===== src/rtl/axi_frame_reader_if.sv =====
// AXI4 read-address/read-data channels and the AXI4-Stream video output of the frame reader,
// bundled so the reader and its memory/sink see one port each.
interface axi_frame_reader_if;
  logic [31:0] m_axi_araddr;
  logic [7:0]  m_axi_arlen;
  logic [2:0]  m_axi_arsize;
  logic [1:0]  m_axi_arburst;
  logic        m_axi_arlock;
  logic [3:0]  m_axi_arcache;
  logic [2:0]  m_axi_arprot;
  logic [3:0]  m_axi_arqos;
  logic        m_axi_arvalid;
  logic        m_axi_arready;
  logic [31:0] m_axi_rdata;
  logic [1:0]  m_axi_rresp;
  logic        m_axi_rlast;
  logic        m_axi_rvalid;
  logic        m_axi_rready;
  logic [23:0] m_axis_tdata;
  logic        m_axis_tvalid;
  logic        m_axis_tready;
  logic        m_axis_tuser;
  logic        m_axis_tlast;

  modport master (
    output m_axi_araddr, m_axi_arlen, m_axi_arsize, m_axi_arburst, m_axi_arlock,
           m_axi_arcache, m_axi_arprot, m_axi_arqos, m_axi_arvalid, m_axi_rready,
           m_axis_tdata, m_axis_tvalid, m_axis_tuser, m_axis_tlast,
    input  m_axi_arready, m_axi_rdata, m_axi_rresp, m_axi_rlast, m_axi_rvalid,
           m_axis_tready
  );

  modport slave (
    input  m_axi_araddr, m_axi_arlen, m_axi_arsize, m_axi_arburst, m_axi_arlock,
           m_axi_arcache, m_axi_arprot, m_axi_arqos, m_axi_arvalid, m_axi_rready,
           m_axis_tdata, m_axis_tvalid, m_axis_tuser, m_axis_tlast,
    output m_axi_arready, m_axi_rdata, m_axi_rresp, m_axi_rlast, m_axi_rvalid,
           m_axis_tready
  );
endinterface


===== src/rtl/axi_frame_reader.sv =====
// Reads one 32-bit-per-pixel frame from DDR with single-outstanding INCR bursts and replays it
// as an AXI4-Stream video stream (tuser = start of frame, tlast = end of line).
module axi_frame_reader #(
  parameter logic [31:0] C_M_AXI_TARGET_SLAVE_BASE_ADDR = 32'h4000_0000,
  parameter int          FRAME_WIDTH  = 1920,
  parameter int          FRAME_HEIGHT = 1080,
  parameter int          BURST_LEN    = 16,
  parameter int          FIFO_DEPTH   = 64
) (
  input  logic                 m_axi_aclk,
  input  logic                 m_axi_areset,
  axi_frame_reader_if.master   bus,
  input  logic                 frame_start,
  output logic                 frame_busy,
  output logic                 frame_done,
  output logic                 frame_error
);
  localparam int TOTAL_BURSTS = FRAME_WIDTH * FRAME_HEIGHT / BURST_LEN;
  localparam int BCW = $clog2(TOTAL_BURSTS + 1);
  localparam int BTW = $clog2(BURST_LEN + 1);
  localparam int PTW = $clog2(FIFO_DEPTH);
  localparam int CNW = $clog2(FIFO_DEPTH + 1);
  localparam int XW  = $clog2(FRAME_WIDTH + 1);
  localparam int YW  = $clog2(FRAME_HEIGHT + 1);
  localparam logic [31:0] BURST_BYTES = 32'(BURST_LEN * 4);

  typedef enum logic [2:0] {S_IDLE, S_ADDR, S_DATA, S_WAIT, S_DRAIN} state_t;

  state_t          state;
  logic [31:0]     araddr_q;
  logic            arvalid_q;
  logic            rready_q;
  logic [BCW-1:0]  burst_cnt;
  logic [BTW-1:0]  beat_cnt;

  logic [23:0]     mem [FIFO_DEPTH];
  logic [PTW-1:0]  wr_ptr, rd_ptr;
  logic [CNW-1:0]  fifo_cnt;
  logic            tvalid_q;
  logic [23:0]     tdata_q;
  logic [XW-1:0]   x_cnt;
  logic [YW-1:0]   y_cnt;

  logic wr_fire, out_free, pix_hs, mem_pop, bypass, mem_push;
  logic space_ok, last_pix, start_acc, last_beat;
  logic [CNW-1:0] occupancy;
  logic unused_rdata_hi;

  assign bus.m_axi_araddr  = araddr_q;
  assign bus.m_axi_arvalid = arvalid_q;
  assign bus.m_axi_arlen   = 8'(BURST_LEN - 1);
  assign bus.m_axi_arsize  = 3'h2;
  assign bus.m_axi_arburst = 2'h1;
  assign bus.m_axi_arlock  = 1'b0;
  assign bus.m_axi_arcache = 4'h2;
  assign bus.m_axi_arprot  = 3'h0;
  assign bus.m_axi_arqos   = 4'h0;
  assign bus.m_axi_rready  = rready_q;
  assign bus.m_axis_tdata  = tdata_q;
  assign bus.m_axis_tvalid = tvalid_q;
  assign bus.m_axis_tuser  = tvalid_q && (x_cnt == '0) && (y_cnt == '0);
  assign bus.m_axis_tlast  = tvalid_q && (x_cnt == XW'(FRAME_WIDTH - 1));
  assign unused_rdata_hi   = ^bus.m_axi_rdata[31:24];

  // The output register counts as one FIFO entry, so "full" means 64 pixels held in total.
  assign wr_fire   = bus.m_axi_rvalid && rready_q;
  assign out_free  = !tvalid_q || bus.m_axis_tready;
  assign pix_hs    = tvalid_q && bus.m_axis_tready;
  assign mem_pop   = (fifo_cnt != '0) && out_free;
  assign bypass    = wr_fire && (fifo_cnt == '0) && out_free;
  assign mem_push  = wr_fire && !bypass;
  assign occupancy = fifo_cnt + CNW'(tvalid_q);
  assign space_ok  = (CNW'(FIFO_DEPTH) - occupancy) >= CNW'(BURST_LEN);
  assign last_pix  = pix_hs && (x_cnt == XW'(FRAME_WIDTH - 1)) && (y_cnt == YW'(FRAME_HEIGHT - 1));
  assign start_acc = (state == S_IDLE) && frame_start && !frame_done;
  assign last_beat = beat_cnt == BTW'(BURST_LEN - 1);

  // NOTE: sequential state uses non-blocking assignments so every register samples pre-edge values.
  always_ff @(posedge m_axi_aclk) begin
    if (m_axi_areset) begin
      state       <= S_IDLE;
      araddr_q    <= '0;
      arvalid_q   <= 1'b0;
      rready_q    <= 1'b0;
      burst_cnt   <= '0;
      beat_cnt    <= '0;
      frame_busy  <= 1'b0;
      frame_done  <= 1'b0;
      frame_error <= 1'b0;
    end else begin
      frame_done <= 1'b0;
      case (state)
        S_IDLE: if (start_acc) begin
          state       <= S_ADDR;
          arvalid_q   <= 1'b1;
          araddr_q    <= C_M_AXI_TARGET_SLAVE_BASE_ADDR;
          burst_cnt   <= '0;
          frame_busy  <= 1'b1;
          frame_error <= 1'b0;
        end
        S_ADDR: if (bus.m_axi_arready) begin
          state     <= S_DATA;
          arvalid_q <= 1'b0;
          rready_q  <= 1'b1;
          araddr_q  <= araddr_q + BURST_BYTES;
          burst_cnt <= burst_cnt + BCW'(1);
          beat_cnt  <= '0;
        end
        S_DATA: if (bus.m_axi_rvalid) begin
          // Our own beat count ends the burst; rlast is only cross-checked against it.
          if (bus.m_axi_rresp != 2'b00 || bus.m_axi_rlast != last_beat) frame_error <= 1'b1;
          if (last_beat) begin
            state    <= S_WAIT;
            rready_q <= 1'b0;
          end else begin
            beat_cnt <= beat_cnt + BTW'(1);
          end
        end
        S_WAIT: begin
          if (burst_cnt == BCW'(TOTAL_BURSTS)) begin
            state <= S_DRAIN;
          end else if (space_ok) begin
            state     <= S_ADDR;
            arvalid_q <= 1'b1;
          end
        end
        S_DRAIN: ;
        default: state <= S_IDLE;
      endcase
      // The final pixel can leave while still in WAIT when the last beat bypasses the FIFO.
      if (last_pix) begin
        state      <= S_IDLE;
        frame_busy <= 1'b0;
        frame_done <= 1'b1;
      end
    end
  end

  // NOTE: the pixel storage has no reset; clearing pointers and count empties the FIFO.
  always_ff @(posedge m_axi_aclk) begin
    if (mem_push) mem[wr_ptr] <= bus.m_axi_rdata[23:0];
  end

  always_ff @(posedge m_axi_aclk) begin
    if (m_axi_areset) begin
      wr_ptr   <= '0;
      rd_ptr   <= '0;
      fifo_cnt <= '0;
      tvalid_q <= 1'b0;
      tdata_q  <= '0;
      x_cnt    <= '0;
      y_cnt    <= '0;
    end else begin
      if (mem_push) wr_ptr <= wr_ptr + PTW'(1);
      if (mem_pop)  rd_ptr <= rd_ptr + PTW'(1);
      if (mem_push && !mem_pop)      fifo_cnt <= fifo_cnt + CNW'(1);
      else if (mem_pop && !mem_push) fifo_cnt <= fifo_cnt - CNW'(1);

      if (mem_pop) begin
        tdata_q  <= mem[rd_ptr];
        tvalid_q <= 1'b1;
      end else if (bypass) begin
        tdata_q  <= bus.m_axi_rdata[23:0];
        tvalid_q <= 1'b1;
      end else if (pix_hs) begin
        tvalid_q <= 1'b0;
      end

      if (start_acc) begin
        x_cnt <= '0;
        y_cnt <= '0;
      end else if (pix_hs) begin
        if (x_cnt == XW'(FRAME_WIDTH - 1)) begin
          x_cnt <= '0;
          y_cnt <= (y_cnt == YW'(FRAME_HEIGHT - 1)) ? '0 : y_cnt + YW'(1);
        end else begin
          x_cnt <= x_cnt + XW'(1);
        end
      end
    end
  end
endmodule

===== src/flat_wrapper.sv =====
// flat-port wrapper written by rule: the top's interface ports become plain ports
module axi_frame_reader_flat 
#(
  parameter logic [31:0] C_M_AXI_TARGET_SLAVE_BASE_ADDR = 32'h4000_0000,
  parameter int          FRAME_WIDTH  = 1920,
  parameter int          FRAME_HEIGHT = 1080,
  parameter int          BURST_LEN    = 16,
  parameter int          FIFO_DEPTH   = 64
)
  (m_axi_aclk, m_axi_areset, frame_start, frame_busy, frame_done, frame_error, bus_m_axi_araddr, bus_m_axi_arlen, bus_m_axi_arsize, bus_m_axi_arburst, bus_m_axi_arlock, bus_m_axi_arcache, bus_m_axi_arprot, bus_m_axi_arqos, bus_m_axi_arvalid, bus_m_axi_rready, bus_m_axis_tdata, bus_m_axis_tvalid, bus_m_axis_tuser, bus_m_axis_tlast, bus_m_axi_arready, bus_m_axi_rdata, bus_m_axi_rresp, bus_m_axi_rlast, bus_m_axi_rvalid, bus_m_axis_tready);
  axi_frame_reader_if bus_i ();
  input  logic m_axi_aclk;
  input  logic m_axi_areset;
  input  logic frame_start;
  output logic frame_busy;
  output logic frame_done;
  output logic frame_error;
  output wire logic [$bits(bus_i.m_axi_araddr)-1:0] bus_m_axi_araddr;
  output wire logic [$bits(bus_i.m_axi_arlen)-1:0] bus_m_axi_arlen;
  output wire logic [$bits(bus_i.m_axi_arsize)-1:0] bus_m_axi_arsize;
  output wire logic [$bits(bus_i.m_axi_arburst)-1:0] bus_m_axi_arburst;
  output wire logic [$bits(bus_i.m_axi_arlock)-1:0] bus_m_axi_arlock;
  output wire logic [$bits(bus_i.m_axi_arcache)-1:0] bus_m_axi_arcache;
  output wire logic [$bits(bus_i.m_axi_arprot)-1:0] bus_m_axi_arprot;
  output wire logic [$bits(bus_i.m_axi_arqos)-1:0] bus_m_axi_arqos;
  output wire logic [$bits(bus_i.m_axi_arvalid)-1:0] bus_m_axi_arvalid;
  output wire logic [$bits(bus_i.m_axi_rready)-1:0] bus_m_axi_rready;
  output wire logic [$bits(bus_i.m_axis_tdata)-1:0] bus_m_axis_tdata;
  output wire logic [$bits(bus_i.m_axis_tvalid)-1:0] bus_m_axis_tvalid;
  output wire logic [$bits(bus_i.m_axis_tuser)-1:0] bus_m_axis_tuser;
  output wire logic [$bits(bus_i.m_axis_tlast)-1:0] bus_m_axis_tlast;
  input wire logic [$bits(bus_i.m_axi_arready)-1:0] bus_m_axi_arready;
  input wire logic [$bits(bus_i.m_axi_rdata)-1:0] bus_m_axi_rdata;
  input wire logic [$bits(bus_i.m_axi_rresp)-1:0] bus_m_axi_rresp;
  input wire logic [$bits(bus_i.m_axi_rlast)-1:0] bus_m_axi_rlast;
  input wire logic [$bits(bus_i.m_axi_rvalid)-1:0] bus_m_axi_rvalid;
  input wire logic [$bits(bus_i.m_axis_tready)-1:0] bus_m_axis_tready;
  assign bus_m_axi_araddr = bus_i.m_axi_araddr;
  assign bus_m_axi_arlen = bus_i.m_axi_arlen;
  assign bus_m_axi_arsize = bus_i.m_axi_arsize;
  assign bus_m_axi_arburst = bus_i.m_axi_arburst;
  assign bus_m_axi_arlock = bus_i.m_axi_arlock;
  assign bus_m_axi_arcache = bus_i.m_axi_arcache;
  assign bus_m_axi_arprot = bus_i.m_axi_arprot;
  assign bus_m_axi_arqos = bus_i.m_axi_arqos;
  assign bus_m_axi_arvalid = bus_i.m_axi_arvalid;
  assign bus_m_axi_rready = bus_i.m_axi_rready;
  assign bus_m_axis_tdata = bus_i.m_axis_tdata;
  assign bus_m_axis_tvalid = bus_i.m_axis_tvalid;
  assign bus_m_axis_tuser = bus_i.m_axis_tuser;
  assign bus_m_axis_tlast = bus_i.m_axis_tlast;
  assign bus_i.m_axi_arready = bus_m_axi_arready;
  assign bus_i.m_axi_rdata = bus_m_axi_rdata;
  assign bus_i.m_axi_rresp = bus_m_axi_rresp;
  assign bus_i.m_axi_rlast = bus_m_axi_rlast;
  assign bus_i.m_axi_rvalid = bus_m_axi_rvalid;
  assign bus_i.m_axis_tready = bus_m_axis_tready;
  axi_frame_reader #(.C_M_AXI_TARGET_SLAVE_BASE_ADDR(C_M_AXI_TARGET_SLAVE_BASE_ADDR), .FRAME_WIDTH(FRAME_WIDTH), .FRAME_HEIGHT(FRAME_HEIGHT), .BURST_LEN(BURST_LEN), .FIFO_DEPTH(FIFO_DEPTH)) u_core (.m_axi_aclk(m_axi_aclk), .m_axi_areset(m_axi_areset), .bus(bus_i), .frame_start(frame_start), .frame_busy(frame_busy), .frame_done(frame_done), .frame_error(frame_error));
endmodule

===== config.mk =====
export PLATFORM = sky130hd
export DESIGN_NAME = axi_frame_reader_flat
export DESIGN_NICKNAME = d
export VERILOG_FILES = /design/src/rtl/axi_frame_reader_if.sv /design/src/rtl/axi_frame_reader.sv /design/src/flat_wrapper.sv
export SDC_FILE = /design/constraint.sdc
export NUM_CORES = 2
export LEC_CHECK = 0
export CAP_MARGIN = 30
export CORE_ASPECT_RATIO = 1.25
export CORE_MARGIN = 3
export CORE_UTILIZATION = 40
export DETAILED_ROUTE_END_ITERATION = 12
export PLACE_DENSITY = 0.59
export SETUP_SLACK_MARGIN = 0.4
export SLEW_MARGIN = 15
export SYNTH_ARGS = -nofsm -noshare
export SYNTH_HDL_FRONTEND = slang
export SYNTH_SLANG_ARGS = --single-unit

===== constraint.sdc =====
create_clock -name m_axi_aclk -period 2.95 [get_ports m_axi_aclk]
set_input_delay 0.295 -clock m_axi_aclk [delete_from_list [all_inputs] [get_ports m_axi_aclk]]
set_output_delay 0.295 -clock m_axi_aclk [all_outputs]
set_load 0.02 [all_outputs]

==> flow_metrics.tcl <==
set metrics [dict create \
    outcome "completed" \
    required_ns 3.60 \
    holdPathEnd "u_core.wr_ptr[3]" \
    routed_wl_um 167000 \
    seqCellArea_sq_um 48700 \
    wire_per_inst_um 27.6 \
    synth_edf_count 1536 \
    ys_ff_latch 1664 \
    dpl_cell_area_sq_um 71400 \
    synth_area_leaders "edfxtp_1, mux4_2, dfxtp_1" \
    viasPerCell 5.53 \
    hp-class "input port to flip-flop" \
    crit_fanout 14 \
    clk_pin_slew_worst_paths_ns 0.06 \
    cp_top_family "compound AO/OA/AOI/OAI gates" \
    cp_num_buf_inv 2 \
    grt_pass1_wl_um 241000 \
    yosys.area_share.xor_xnor_pct 0.899 \
    dpl.hpwl_um 103000 \
    synth_fa_ha_area_share_pct 0.529 \
    worstSetupEndpointType "flip-flop" \
    syn_area_sq_um 65300 \
    initial_core_util_pct 40.3 \
    path_cells "buf_12 -> buf_12 -> mux4_2 -> mux2i_1 -> o211ai_1 -> a211oi_2 -> a2111oi_2" \
    synth_ff_type "edfxtp_1" \
    cpMostUsedCell "buf_12" \
    synth_top_cells_by_count "edfxtp_1, mux4_2, nor2_1" \
    row_count 165 \
    hold_viol_final 0 \
    tightest_slew_ns 1.02 \
    seq_area_frac_synth_pct 74.6 \
    cp_slowest_cell "mux4_2" \
    cap_violations 0 \
    cts_tree "built" \
    whs_ns 0.0775 \
    core-area_sq_um 162000 \
    max_freq_mhz 376 \
    p_leak_uw 0.0241 \
    setup_viol 0 \
    ant_nets 0 \
    worstReg2RegEnd "u_core.bus.m_axis_tdata[20]" \
    ff2ff_path_depth 7 \
    slew_viol_final 0 \
    cts_sinks 1664 \
    area_delta_synth_final_pct 18.7 \
    fp.dieH_um 458 \
    synth.top_cell.area_share_pct 70.7 \
    yosys.area_share.simple_pct 4.02 \
    dieArea_sq_um 168000 \
    htree_levels 4 \
    nets 3814 \
    antenna_found_initial 4 \
    cts-root-buf "clkbuf_16" \
    holdPathStages 2 \
    yosysWarnings 0 \
    rsz0062_at_grt "true" \
    port_buffers 90 \
    power_uw 58700 \
    critPathLaunchType "flip-flop" \
    drc 0 \
    vias 33400 \
    grtUsageTotal_pct 19.7 \
    skew_ns 0.0212 \
    synth_compound_area_share_pct 3.78 \
    synth_cells 3316 \
    fin_crit_sh_pct 90.1 \
    grt.overflow.total 0 \
    insertion_delay_ns 0.78 \
    place_congestion 0.822 \
    pin_count 130 \
    n_fill_cell 13300 \
    max_stage_delay_ns 0.52 \
    clock_path_buffers 3 \
    grt_max_degree 64 \
    yosysTopAreaCell "edfxtp_1" \
    drive_above_1_share_pct 29.5 \
    synthMuxAreaShare_pct 14.0 \
    drt_iter0_drc 2903 \
    die_w_um 367 \
    r2r_slack_ns 0.29 \
    crit_type "flip-flop to flip-flop" \
    synth_top_family_by_area "multiplexers" \
    period_minus_slack_ns 2.66 \
    peakVddDrop_mv 0.468 \
    min-delay-start "m_axi_areset" \
    synth_most_common_cell "edfxtp_1" \
    cts_buffers 156 \
    multi_input_area_sq_um 15700 \
    fin_area_sq_um 77500 \
    critPathArrivalTime_ns 3.30 \
    powerDensity_nw_per_um2 758 \
    slew_headroom_pct 31.9 \
    synthArstFlopShare_pct 0 \
    first_global_vias 33800 \
    dr.pass1.iters 7 \
    avgSynthCellArea_sq_um 19.7 \
    yosysUniqueCellTypes 77 \
]
[kinds of logic after synthesis]
kind of cell | Yosys count
flops | 1664
simple gates | 535
mux | 463
compound gates | 321
buf+inv | 237
xor+xnor | 67
fa+ha+maj | 27
other cells | 2
[per-layer routing]
metal | routed length (um) | track usage, % | up-vias
met1 | 66600 | 25.3 | 17800
met2 | 86300 | 34.3 | 1013
li1 | - | - | 14400
met5 | 0 | 0 | -
met3 | 9000 | 3.09 | 226
met4 | 5000 | 6.32 | 0
[area by class of cell]
| cell class | instances | share of cell area [%] |
|---|---|---|
| sequential | 1664 | 62.9 |
| multi-input combinational | 1445 | 20.3 |
| timing repair buffer | 451 | 6.57 |
| clock buffer | 204 | 5.48 |
| tap | 2171 | 3.51 |
| clock inverter | 80 | 1.15 |
| inverter | 28 | 0.139 |
| antenna | 3 | 0.00969 |
[repair_timing]
action | in CTS | in global routing
gates cloned | 3 | 4
hold endpoints to repair | 91 | 8
resized for setup | 56 | 23
hold buffers | 7 | 1
pin swaps | 14 | 15
setup endpoints to repair | 30 | 29
buffers inserted | 16 | 23
[through the flow]
step / cells / setup WS (ns) / utilization (%) / setup TNS [ns]
global route: 6044 / 0.218 / 47.8 / 0
detailed placement: 5704 / -0.174 / 44.1 / -0.341
global placement: 5703 / -0.136 / 44.1 / -0.300
floorplan: 3345 / 0.0262 / - / 0
finish: 6046 / 0.293 / 47.8 / 0
CTS: 6014 / 0.352 / 47.6 / 0
[worst max path at each step]
stage | startpoint | to | depth (start not counted)
after detailed placement | bus_m_axis_tready | u_core.fifo_cnt[5] | 14
after global routing | u_core.fifo_cnt[2] | u_core.fifo_cnt[6] | 15
after CTS | u_core.fifo_cnt[3] | u_core.fifo_cnt[5] | 15
after floorplan | u_core.bus.m_axis_tvalid | u_core.mem[41][0] | 5
final | flip-flop | u_core.bus.m_axis_tdata[20] | 7
after global placement | bus_m_axis_tready | u_core.fifo_cnt[5] | 14
[cell usage in the layout (no fill, tap or decap), types with 25 or more instances in the layout]
cell type        count
clkdlybuf4s50_1     63
nor2_1             164
conb_1              31
clkbuf_16          163
nor2_2              67
a21oi_1             32
nor2b_1             50
nand3_1             29
o211ai_1            25
buf_4              229
mux2_2              26
a22oi_1             27
xor2_1              42
buf_2               27
o21ai_0             36
o22ai_1             25
a221oi_1            25
nand2_1             76
a211oi_1            51
mux4_2             346
buf_12             107
edfxtp_1          1536
clkbuf_1            35
mux2i_1             76
dfxtp_1            120
[sequential cells by signal (all words and copies together) (netlist names), 3 cells and up, named ones only]
signal,cells
u_core.beat_cnt,5
u_core.burst_cnt,17
u_core.bus.m_axi_araddr,26
u_core.bus.m_axis_tdata,24
u_core.fifo_cnt,7
u_core.mem,1536
u_core.rd_ptr,6
u_core.state,3
u_core.wr_ptr,6
u_core.x_cnt,11
u_core.y_cnt,11
[report_power, final]
part           switching (uW)  internal (uW)  leakage, uW
clock network            8580          11700      0.00250
logic                    6330           5760      0.00672
registers                 309          26000       0.0148
Note: power is estimated with default switching activity, not from simulation.
